===== src/rtl/serial_add_sub_unit.sv =====
// ============================================================================
// Module   : serial_add_sub_unit (with add_sub_cell)
// Brief    : Bit-serial two's-complement adder/subtractor controller driving a
//            one-bit add/sub cell LSB-first. Optional macro:
//            SERIAL_ADD_SUB_SAT_EN (saturate result on signed overflow).
// Revision : 1.0 - initial release
// ============================================================================
`default_nettype none

module add_sub_cell (
    input  logic a,
    input  logic b,
    input  logic cin,
    input  logic sel,
    output logic s,
    output logic cout
);
    logic w_b_eff;

    // Subtraction inverts B; the +1 comes in through the initial carry.
    assign w_b_eff = b ^ sel;
    assign s       = a ^ w_b_eff ^ cin;
    assign cout    = (a & w_b_eff) | (a & cin) | (w_b_eff & cin);
endmodule

module serial_add_sub_unit #(
    parameter int WIDTH = 8
) (
    input  logic             clk,
    input  logic             rst,
    input  logic             start,
    input  logic             sel,
    input  logic [WIDTH-1:0] a,
    input  logic [WIDTH-1:0] b,
    output logic             busy,
    output logic             done,
    output logic [WIDTH-1:0] result,
    output logic             cout,
    output logic             overflow
);
    localparam int CNT_W = $clog2(WIDTH);
    localparam logic [CNT_W-1:0] LAST_BIT = CNT_W'(WIDTH - 1);

`ifdef SERIAL_ADD_SUB_SAT_EN
    localparam logic [WIDTH-1:0] SAT_MAX = {1'b0, {(WIDTH-1){1'b1}}};
    localparam logic [WIDTH-1:0] SAT_MIN = {1'b1, {(WIDTH-1){1'b0}}};
`endif

    typedef enum logic [1:0] {
        ST_IDLE  = 2'd0,
        ST_SHIFT = 2'd1,
        ST_DONE  = 2'd2
    } state_t;

    state_t           state_q,  state_d;
    logic [WIDTH-1:0] a_sr_q,   a_sr_d;
    logic [WIDTH-1:0] b_sr_q,   b_sr_d;
    logic [WIDTH-1:0] result_q, result_d;
    logic [CNT_W-1:0] cnt_q,    cnt_d;
    logic             sel_q,    sel_d;
    logic             carry_q,  carry_d;
    logic             cout_q,   cout_d;
    logic             ovf_q,    ovf_d;

    logic             w_cell_s;
    logic             w_cell_cout;

    add_sub_cell u_cell (
        .a    (a_sr_q[0]),
        .b    (b_sr_q[0]),
        .cin  (carry_q),
        .sel  (sel_q),
        .s    (w_cell_s),
        .cout (w_cell_cout)
    );

    always_comb begin
        state_d  = state_q;
        a_sr_d   = a_sr_q;
        b_sr_d   = b_sr_q;
        result_d = result_q;
        cnt_d    = cnt_q;
        sel_d    = sel_q;
        carry_d  = carry_q;
        cout_d   = cout_q;
        ovf_d    = ovf_q;

        case (state_q)
            ST_IDLE, ST_DONE: begin
                if (start) begin
                    a_sr_d  = a;
                    b_sr_d  = b;
                    sel_d   = sel;
                    carry_d = sel;
                    cnt_d   = '0;
                    cout_d  = 1'b0;
                    ovf_d   = 1'b0;
                    state_d = ST_SHIFT;
                end else begin
                    state_d = ST_IDLE;
                end
            end
            ST_SHIFT: begin
                carry_d  = w_cell_cout;
                result_d = {w_cell_s, result_q[WIDTH-1:1]};
                a_sr_d   = {1'b0, a_sr_q[WIDTH-1:1]};
                b_sr_d   = {1'b0, b_sr_q[WIDTH-1:1]};
                cnt_d    = cnt_q + CNT_W'(1);
                if (cnt_q == LAST_BIT) begin
                    // carry_q here is the carry into the MSB.
                    ovf_d   = carry_q ^ w_cell_cout;
                    cout_d  = w_cell_cout;
                    cnt_d   = '0;
                    state_d = ST_DONE;
`ifdef SERIAL_ADD_SUB_SAT_EN
                    // a_sr_q[0] now holds the original sign bit of A.
                    if (carry_q ^ w_cell_cout) begin
                        result_d = a_sr_q[0] ? SAT_MIN : SAT_MAX;
                    end
`endif
                end
            end
            default: state_d = ST_IDLE;
        endcase
    end

    always_ff @(posedge clk) begin
        if (rst) begin
            state_q  <= ST_IDLE;
            a_sr_q   <= '0;
            b_sr_q   <= '0;
            result_q <= '0;
            cnt_q    <= '0;
            sel_q    <= 1'b0;
            carry_q  <= 1'b0;
            cout_q   <= 1'b0;
            ovf_q    <= 1'b0;
        end else begin
            state_q  <= state_d;
            a_sr_q   <= a_sr_d;
            b_sr_q   <= b_sr_d;
            result_q <= result_d;
            cnt_q    <= cnt_d;
            sel_q    <= sel_d;
            carry_q  <= carry_d;
            cout_q   <= cout_d;
            ovf_q    <= ovf_d;
        end
    end

    assign busy     = (state_q == ST_SHIFT);
    assign done     = (state_q == ST_DONE);
    assign result   = result_q;
    assign cout     = cout_q;
    assign overflow = ovf_q;
endmodule

`default_nettype wire


===== config.mk =====
export PLATFORM = sky130hd
export DESIGN_NAME = serial_add_sub_unit
export DESIGN_NICKNAME = d
export VERILOG_FILES = /design/src/rtl/serial_add_sub_unit.sv
export SDC_FILE = /design/constraint.sdc
export NUM_CORES = 1
export LEC_CHECK = 0
export CAP_MARGIN = 15
export CORE_ASPECT_RATIO = 0.9
export CORE_MARGIN = 2
export CORE_UTILIZATION = 49
export DETAILED_ROUTE_END_ITERATION = 6
export PLACE_DENSITY = 0.82
export SYNTH_ARGS = -nofsm -noshare
export SYNTH_HDL_FRONTEND = slang
export SYNTH_SLANG_ARGS = --single-unit

===== constraint.sdc =====
create_clock -name clk -period 1.6 [get_ports clk]
set_clock_uncertainty 0.2 [all_clocks]
set_input_delay 0.24 -clock clk [delete_from_list [all_inputs] [get_ports clk]]
set_output_delay 0.24 -clock clk [all_outputs]
set_load 0.02 [all_outputs]

==> run metrics <==
worst-path cell with the longest stage delay=fa_2; share of layout cells above drive strength 1=14.50%; antenna-violating nets left=0; Yosys top cell area share=45.09%; Crit Path Class=flip-flop to flip-flop; Fillers=256; largest cells by area after synthesis=dfxtp_1, nand2_1, a311oi_2; WL final=2885 um; Rel. slew slack=80.22%; unique cell type count in the Yosys netlist=22; first-pass detailed-route iteration total=4; global-route wire length before repair=4816 um; data required time of the critical path=1.66 ns; drt drc=0; initial core utilization=52.46%; cell area after synthesis=1465 um^2; vias=1,245; P_leak=0.7366 nW; Worst path most repeated cell=xor2_1; via/cell ratio=5.188; cell count after synthesis=169; Synth Warn #=0; Worst Path Arrival=1.57 ns; Die W=61.64 um; dominant cell type by area after synthesis=dfxtp_1; setup_tns=0 ns; gr ovfl total=0; Max Fclk=0.6638 GHz; initial DRC count=60; status=completed; Synth Area per Inst=8.670 um^2; CP Max Fanout=2; clock buffer count from CTS=5; worst-path cell chain=xor2_1, fa_2, xor2_1, nand3_1, a21oi_1; initial antenna violation count=0; WL/cell=12.02 um; dpl hpwl=1983 um; CTS Buffer Depth=2; IO Pins=32; flops & latches, synth=33; Max-cap violations=0; VDD IR max=0.5661 mV; Core Region=2793 um^2; Synth async-reset ratio=0%; final hold vios=0; hold_ws=0.2625 ns; area added between synthesis and finish=25.36%; Worst Hold Class=flip-flop to flip-flop; top_reg_cell synth=dfxtp_1; die area=3444 um^2; final net count=223; TritonCTS clock tree=yes; GP Congestion=0.7319; top-count cell post-synth=nand2_1; final period utilization=94.16%; hold_buf cts=0; critical path startpoint category=flip-flop; post-synth net total=192; clock-pin slew on the worst setup and hold paths=0.09 ns; Max H-tree Level=2; Skew-Pair Late Insertion Delay=0.33 ns; largest net degree at the start of global routing=44; unrepaired setup endpoints after global routing=false; vias in the first global route=1,165; number of diodes=0; max-slew violation count=0; CTS Sinks=33; GRT Total Usage=18.30%; critical path capture point type=flip-flop; Post-synth EDFFs=0; minimum clock period after layout=1.507 ns; Root Buffer=clkbuf_4; Slew @ Worst Pin=0.2967 ns; port bufs=31; sequential area share after synthesis=45.09%; Pwr per Cell Area=904.4 nW/um^2; top post-synthesis cells by count=nand2_1, dfxtp_1, nor2_1; postcts setup bufs=0; # rows=18; Final setup viols=0; Crit path largest cell delay=0.36 ns; Die H=55.88 um
[routing by layer]
metal	global-route usage (%)	share of wire, %	wire length (um)
met5	0	0	0
met4	9.119	1.6	47
met3	4.884	4.6	133
met2	26.92	48	1391
met1	24.27	46	1313
[cell families (layout without fill, tap and decap cells)]
| group | count (synthesis) | count (layout) | share of synthesized area, % |
|---|---|---|---|
| adders and majority gates | 3 | 3 | 3.074 |
| DFF | 33 | 33 | 45.09 |
| xor gates and xnor gates | 2 | 2 | 1.196 |
| and+or+nand+nor | 83 | 83 | 23.31 |
| buffers and inverters | 16 | 47 | 8.197 |
| AOI/OAI and AO/OA | 32 | 32 | 19.13 |
[area by class of cell]
| type | count | area, um^2 | share of cell area (%) |
|---|---|---|---|
| Multi-Input combinational cell | 120 | 686.9 | 37.40 |
| Tap cell | 40 | 50.05 | 2.725 |
| Clock buffer | 7 | 55.05 | 2.997 |
| Inverter | 1 | 3.754 | 0.2044 |
| Sequential cell | 33 | 661.9 | 36.04 |
| Timing Repair Buffer | 39 | 379.1 | 20.64 |
[power breakdown]
| part | leakage [nW] | internal, mW | switching, mW | total (mW) |
|---|---|---|---|---|
| Clock | 0.0314 | 0.207 | 0.260 | 0.467 |
| Sequential | 0.270 | 0.871 | 0.0319 | 0.903 |
| Combinational | 0.435 | 0.141 | 0.150 | 0.291 |
[per-stage QoR]
stage	utilization, %	instances	cell area, um^2	power, mW	setup WS, ns
6_report	65.77	240	1837	1.661	0.09349
5_1_grt	65.77	240	1837	1.741	0.003932
4_1_cts	65.64	240	1833	1.673	0.01123
3_5_place_dp	64.25	233	1794	1.214	-0.1137
3_3_place_gp	64.25	233	1794	1.202	-0.08218
2_1_floorplan	-	169	1465	1.122	0.1247
[cells in the final DEF (no fill, tap or decap), types with 4 or more instances in the layout]
| cell | netlist | routed |
|---|---|---|
| nand2_1 | 51 | 51 |
| a311oi_2 | 10 | 10 |
| a21oi_1 | 15 | 15 |
| nor2_1 | 17 | 17 |
| dlygate4sd2_1 | 0 | 10 |
| clkdlybuf4s50_1 | 0 | 19 |
| buf_4 | 4 | 5 |
| a311oi_1 | 4 | 4 |
| clkbuf_4 | 0 | 5 |
| nand3_1 | 9 | 9 |
| dfxtp_1 | 33 | 32 |
[sequential cells by signal (all words and copies together) (netlist names)]
register	cells
overflow	1
result	8
cout	1
sel_q	1
b_sr_q	8
a_sr_q	8
state_q	2
cnt_q	3
carry_q	1
[repair_timing]
item,CTS,global route
endpoints found under the setup margin,12,21
pin swaps,0,0
gates resized for setup,17,4
hold endpoints to repair,0,0
[worst max-delay path, delay by kind of cell, from the launching register on]
| kind | cells | cell delay, ns |
|---|---|---|
| xor+xnor | 2 | 0.33 |
| compound gates | 1 | 0.14 |
| fa+ha+maj | 1 | 0.36 |
| flops | 1 | 0.33 |
| simple gates | 1 | 0.10 |
[final timing paths]
path / startpoint / to / slack (ns) / cells after the start
setup / recovery: sel_q / overflow / 0.09 / 5
hold / removal: result[0] / result[0] / 0.26 / 2
setup reg to reg: sel_q / overflow / 0.09 / 5
hold reg to reg: result[0] / result[0] / 0.26 / 2
No activity file was read; power rests on OpenSTA's default activity.
==> variant 1 (same flow settings) <==
Build with the macro `SERIAL_ADD_SUB_SAT_EN` defined.
--- a/src/rtl/serial_add_sub_unit.sv
+++ b/src/rtl/serial_add_sub_unit.sv
@@ -6,6 +6,8 @@
 // Revision : 1.0 - initial release
 // ============================================================================
 `default_nettype none
+
+`define SERIAL_ADD_SUB_SAT_EN
 
 module add_sub_cell (
     input  logic a,
Function: changed (Yosys sat finds a counterexample within 10 cycles, from zero or initial values and one cycle with rst high).
==> variant 1 against the original RTL <==
  * Non-clock buffer count increased by 4
  * Cell area increased by 6.5%
  * Highest routed layer unchanged
  * Power is 8.1% higher
  * Sequential cell count unchanged
  * The run now ends with setup timing left
  * Critical path depth is 1 higher
  * Synthesized area down 0.26%
  * Wire length increased by 8.6%
  * Setup slack worse by 400 ps
  * Global-route usage rose by 0.93 points
==> variant 1: results <==
export IMPL_max_stage_delay_ps=410
export IMPL_setup_viol=8
export IMPL_grt_pass1_wl_um=4920
export IMPL_worst_pin_slew_ps=322
export IMPL_gp_congestion=0.816
export IMPL_drtIter0Drc=53
export IMPL_status="finished, violations left"
export IMPL_wl_met1_um=1280
export IMPL_peakVddDrop_mv=0.748
export IMPL_routed_via_density=5.38
export IMPL_finalNetCount=218
export IMPL_instances_no_fill=234
export IMPL_hpwl_um=2090
export IMPL_avgSynthCellArea_um2=9.43
export IMPL_dr_wl_met2_um=1560
export IMPL_setup_slack_ps=-306
export IMPL_ys_top_cells_by_count="dfxtp_1 (33), nor2_1 (31), a211oi_1 (15)"
export IMPL_gr_usage_met2_pct=30.5
export IMPL_synth_seq_area_share_pct=45.2
export IMPL_drive_gt1_share_pct=21.1
export IMPL_wl_met3_um=206
export IMPL_synth_nets=179
export IMPL_grt_max_degree=34
export IMPL_hp_start="cout"
export IMPL_swShare_pct=28.1
export IMPL_use_met3_pct=6.28
export IMPL_placed_cell_area_um2=1850
export IMPL_violations="setup timing"
export IMPL_crit_fanout=7
export IMPL_leakagePower_nw=0.823
export IMPL_synth_cell_types=29
export IMPL_synth_area_leaders="dfxtp_1 (45%), mux2i_1 (9.6%), nor2_1 (8.0%)"
variant 1: per-stage QoR:
stage | TNS [ps] | worst slack (ps) | total power, W | hold slack (ps)
after floorplan | -1210 | -176 | 0.00119 | 198
after global placement | -2050 | -168 | 0.00132 | 269
after detailed placement | -3220 | -286 | 0.00134 | 272
after CTS | -1770 | -256 | 0.00179 | 274
after global routing | -2510 | -364 | 0.00188 | 285
final | -1960 | -306 | 0.00180 | 295
variant 1: cell families after synthesis:
family                     after synthesis  synth area share [%]
AOI/OAI and AO/OA                       34                  15.8
xor gates and xnor gates                 2                  1.71
adders and majority gates                4                  4.45
buffers and inverters                   15                  6.42
DFF                                     33                  45.2
muxes                                   14                  9.59
and+or+nand+nor                         53                  16.8
variant 1: area by class of cell:
| class | count | area (um^2) |
|---|---|---|
| fill | 219 | 836 |
| clock buffer | 7 | 55.1 |
| multi-input combinational | 107 | 768 |
| timing repair buffer | 43 | 404 |
| tap | 40 | 50.0 |
| sequential | 33 | 664 |
| inverter | 4 | 15.0 |
variant 1: power by group through the flow:
stage          clock (W)  sequential [W]  combinational (W)
6_report        0.000461        0.000933           0.000403
3_5_place_dp           0        0.000948           0.000392
4_1_cts         0.000476        0.000930           0.000383
2_1_floorplan          0        0.000962           0.000229
5_1_grt         0.000498        0.000940           0.000443
3_3_place_gp           0        0.000943           0.000375
variant 1: timing repair:
item                                    4_1_cts  5_1_grt
pin swaps                                     1        5
endpoints found under the setup margin       22       13
setup buffers                                 0        1
gates resized for setup                      22       12
variant 1: path summary, 6_finish.rpt:
| kind | endpoint | depth (start not counted) |
|---|---|---|
| setup / recovery | result[6] | 6 |
| hold / removal | cout | 2 |
| setup reg to reg | result[6] | 6 |
| hold reg to reg | cout | 2 |
==> variant 2 (same flow settings) <==
Made on the original files. Add an input register stage for `start`, `sel`, `a` and `b`; this delays them by one clock.
--- a/src/rtl/serial_add_sub_unit.sv
+++ b/src/rtl/serial_add_sub_unit.sv
@@ -52,6 +52,18 @@
         ST_DONE  = 2'd2
     } state_t;
 
+    logic start_q;
+    logic sel_r;
+    logic [WIDTH-1:0] a_q;
+    logic [WIDTH-1:0] b_q;
+
+    always_ff @(posedge clk) begin
+        start_q <= start;
+        sel_r   <= sel;
+        a_q     <= a;
+        b_q     <= b;
+    end
+
     state_t           state_q,  state_d;
     logic [WIDTH-1:0] a_sr_q,   a_sr_d;
     logic [WIDTH-1:0] b_sr_q,   b_sr_d;
@@ -87,11 +99,11 @@
 
         case (state_q)
             ST_IDLE, ST_DONE: begin
-                if (start) begin
-                    a_sr_d  = a;
-                    b_sr_d  = b;
-                    sel_d   = sel;
-                    carry_d = sel;
+                if (start_q) begin
+                    a_sr_d  = a_q;
+                    b_sr_d  = b_q;
+                    sel_d   = sel_r;
+                    carry_d = sel_r;
                     cnt_d   = '0;
                     cout_d  = 1'b0;
                     ovf_d   = 1'b0;
Function: changed (Yosys sat finds a counterexample within 4 cycles, from zero or initial values and one cycle with rst high).
==> variant 2 against the original RTL <==
  * Fmax decreased by 2.1%
  * Sequential cell count increased by 18
  * Via count increased by 6.3%
  * Power increased by 43%
  * Setup slack got worse by 32 ps
  * Wire length increased by 5.4%
  * Global-route usage decreased by 1.1 points
  * Core utilization decreased by 4.6 points
  * Cell area increased by 23%
  * Synthesized area increased by 27%
  * Critical path type unchanged
  * Critical endpoint unchanged
==> variant 2: results <==
export IMPL_status="completed"
export IMPL_grt_usage_pct=17.2
export IMPL_leakagePower_nw=0.896
export IMPL_drtIter0Drc=99
export IMPL_peakVddDrop_mv=0.473
export IMPL_vias=1323
export IMPL_max_stage_delay_ps=390
export IMPL_p_int_w=0.00179
export IMPL_dr_wl_met2_um=1360
export IMPL_synth_nets=210
export IMPL_synth_area_leaders="dfxtp_1 (55%), nand2_1 (8.3%), a311oi_2 (8.1%)"
export IMPL_synth_fa_ha_area_share_pct=2.43
export IMPL_min_path_type="in2reg"
export IMPL_drive_gt1_share_pct=18.9
export IMPL_crit_fanout=3
export IMPL_cts_root_buffer_cell="clkbuf_8"
export IMPL_clk_latency_ps=300
export IMPL_synth_compound_area_share_pct=15.1
export IMPL_wl_per_cell_um=11.6
export IMPL_wl_met3_um=166
export IMPL_synth_seq_area_share_pct=55.0
export IMPL_ys_top_cells_by_count="dfxtp_1 (51), nand2_1 (41), nor2_1 (17)"
export IMPL_grt_pass1_wl_um=5450
export IMPL_finalNetCount=239
export IMPL_clkPwrFrac_pct=29.7
export IMPL_gp_congestion=0.717
export IMPL_synth_cell_types=24
export IMPL_yosys_area_share_xor_xnor_pct=0.943
## variant 2: changes by cell type after synthesis, sizes merged
cell,change
dfxtp,+18
and2b,+1
nor2b,-1
## variant 2: logic make-up (layout without fill, tap and decap cells)
logic type,Yosys count,count (layout)
and+or+nand+nor,83,83
DFF,51,51
AOI/OAI and AO/OA,32,32
buffers and inverters,16,46
adders and majority gates,3,3
xor gates and xnor gates,2,2
## variant 2: layer usage
layer	vias to the layer above	global-route usage [%]
met3	2	7.57
met2	27	24.8
li1	680	-
met4	0	9.56
met1	614	21.3
met5	-	0
## variant 2: final timing paths
| path | endpoint | cells after the start | from | slack, ps |
|---|---|---|---|---|
| worst min register to register | a_sr_q[7] | 2 | a_q[7] | 250 |
| worst max-delay path | overflow | 5 | b_sr_q[0] | 60 |
| worst min-delay path | a_q[1] | 1 | a[1] | 170 |
| worst max register to register | overflow | 5 | b_sr_q[0] | 60 |
## variant 2: power by group through the flow
| stage | Sequential [W] | Combinational (W) | Clock, W |
|---|---|---|---|
| 5_1_grt | 0.00139 | 0.000324 | 0.000799 |
| 3_3_place_gp | 0.00141 | 0.000287 | 0 |
| 6_report | 0.00138 | 0.000288 | 0.000705 |
| 2_1_floorplan | 0.00141 | 0.000214 | 0 |
| 4_1_cts | 0.00138 | 0.000290 | 0.000733 |
| 3_5_place_dp | 0.00141 | 0.000292 | 0 |
## variant 2: stage by stage
stage	total power, W	cells	TNS [ps]	cell area [um^2]	setup slack (ps)
2_1_floorplan	0.00162	187	0	1860	126
3_3_place_gp	0.00170	255	0	2180	24.9
3_5_place_dp	0.00171	255	0	2180	13.9
4_1_cts	0.00241	263	0	2250	5.41
5_1_grt	0.00252	263	-32.5	2250	-32.5
6_report	0.00238	263	0	2250	61.9
## variant 2: final cells by class
| type | count | area [um^2] |
|---|---|---|
| flip-flops and latches | 51 | 1020 |
| repair buffers | 37 | 362 |
| clock inverters | 2 | 12.5 |
| multi-input cells | 120 | 719 |
| clock buffers | 6 | 72.6 |
| well taps | 46 | 57.6 |
| fillers | 306 | 1430 |
| inverters | 1 | 3.75 |
## variant 2: what timing repair did
item	CTS	global route
pin swaps	0	3
endpoints found under the hold margin	0	0
endpoints found under the setup margin	13	22
gates cloned	0	0
resized for setup	16	6
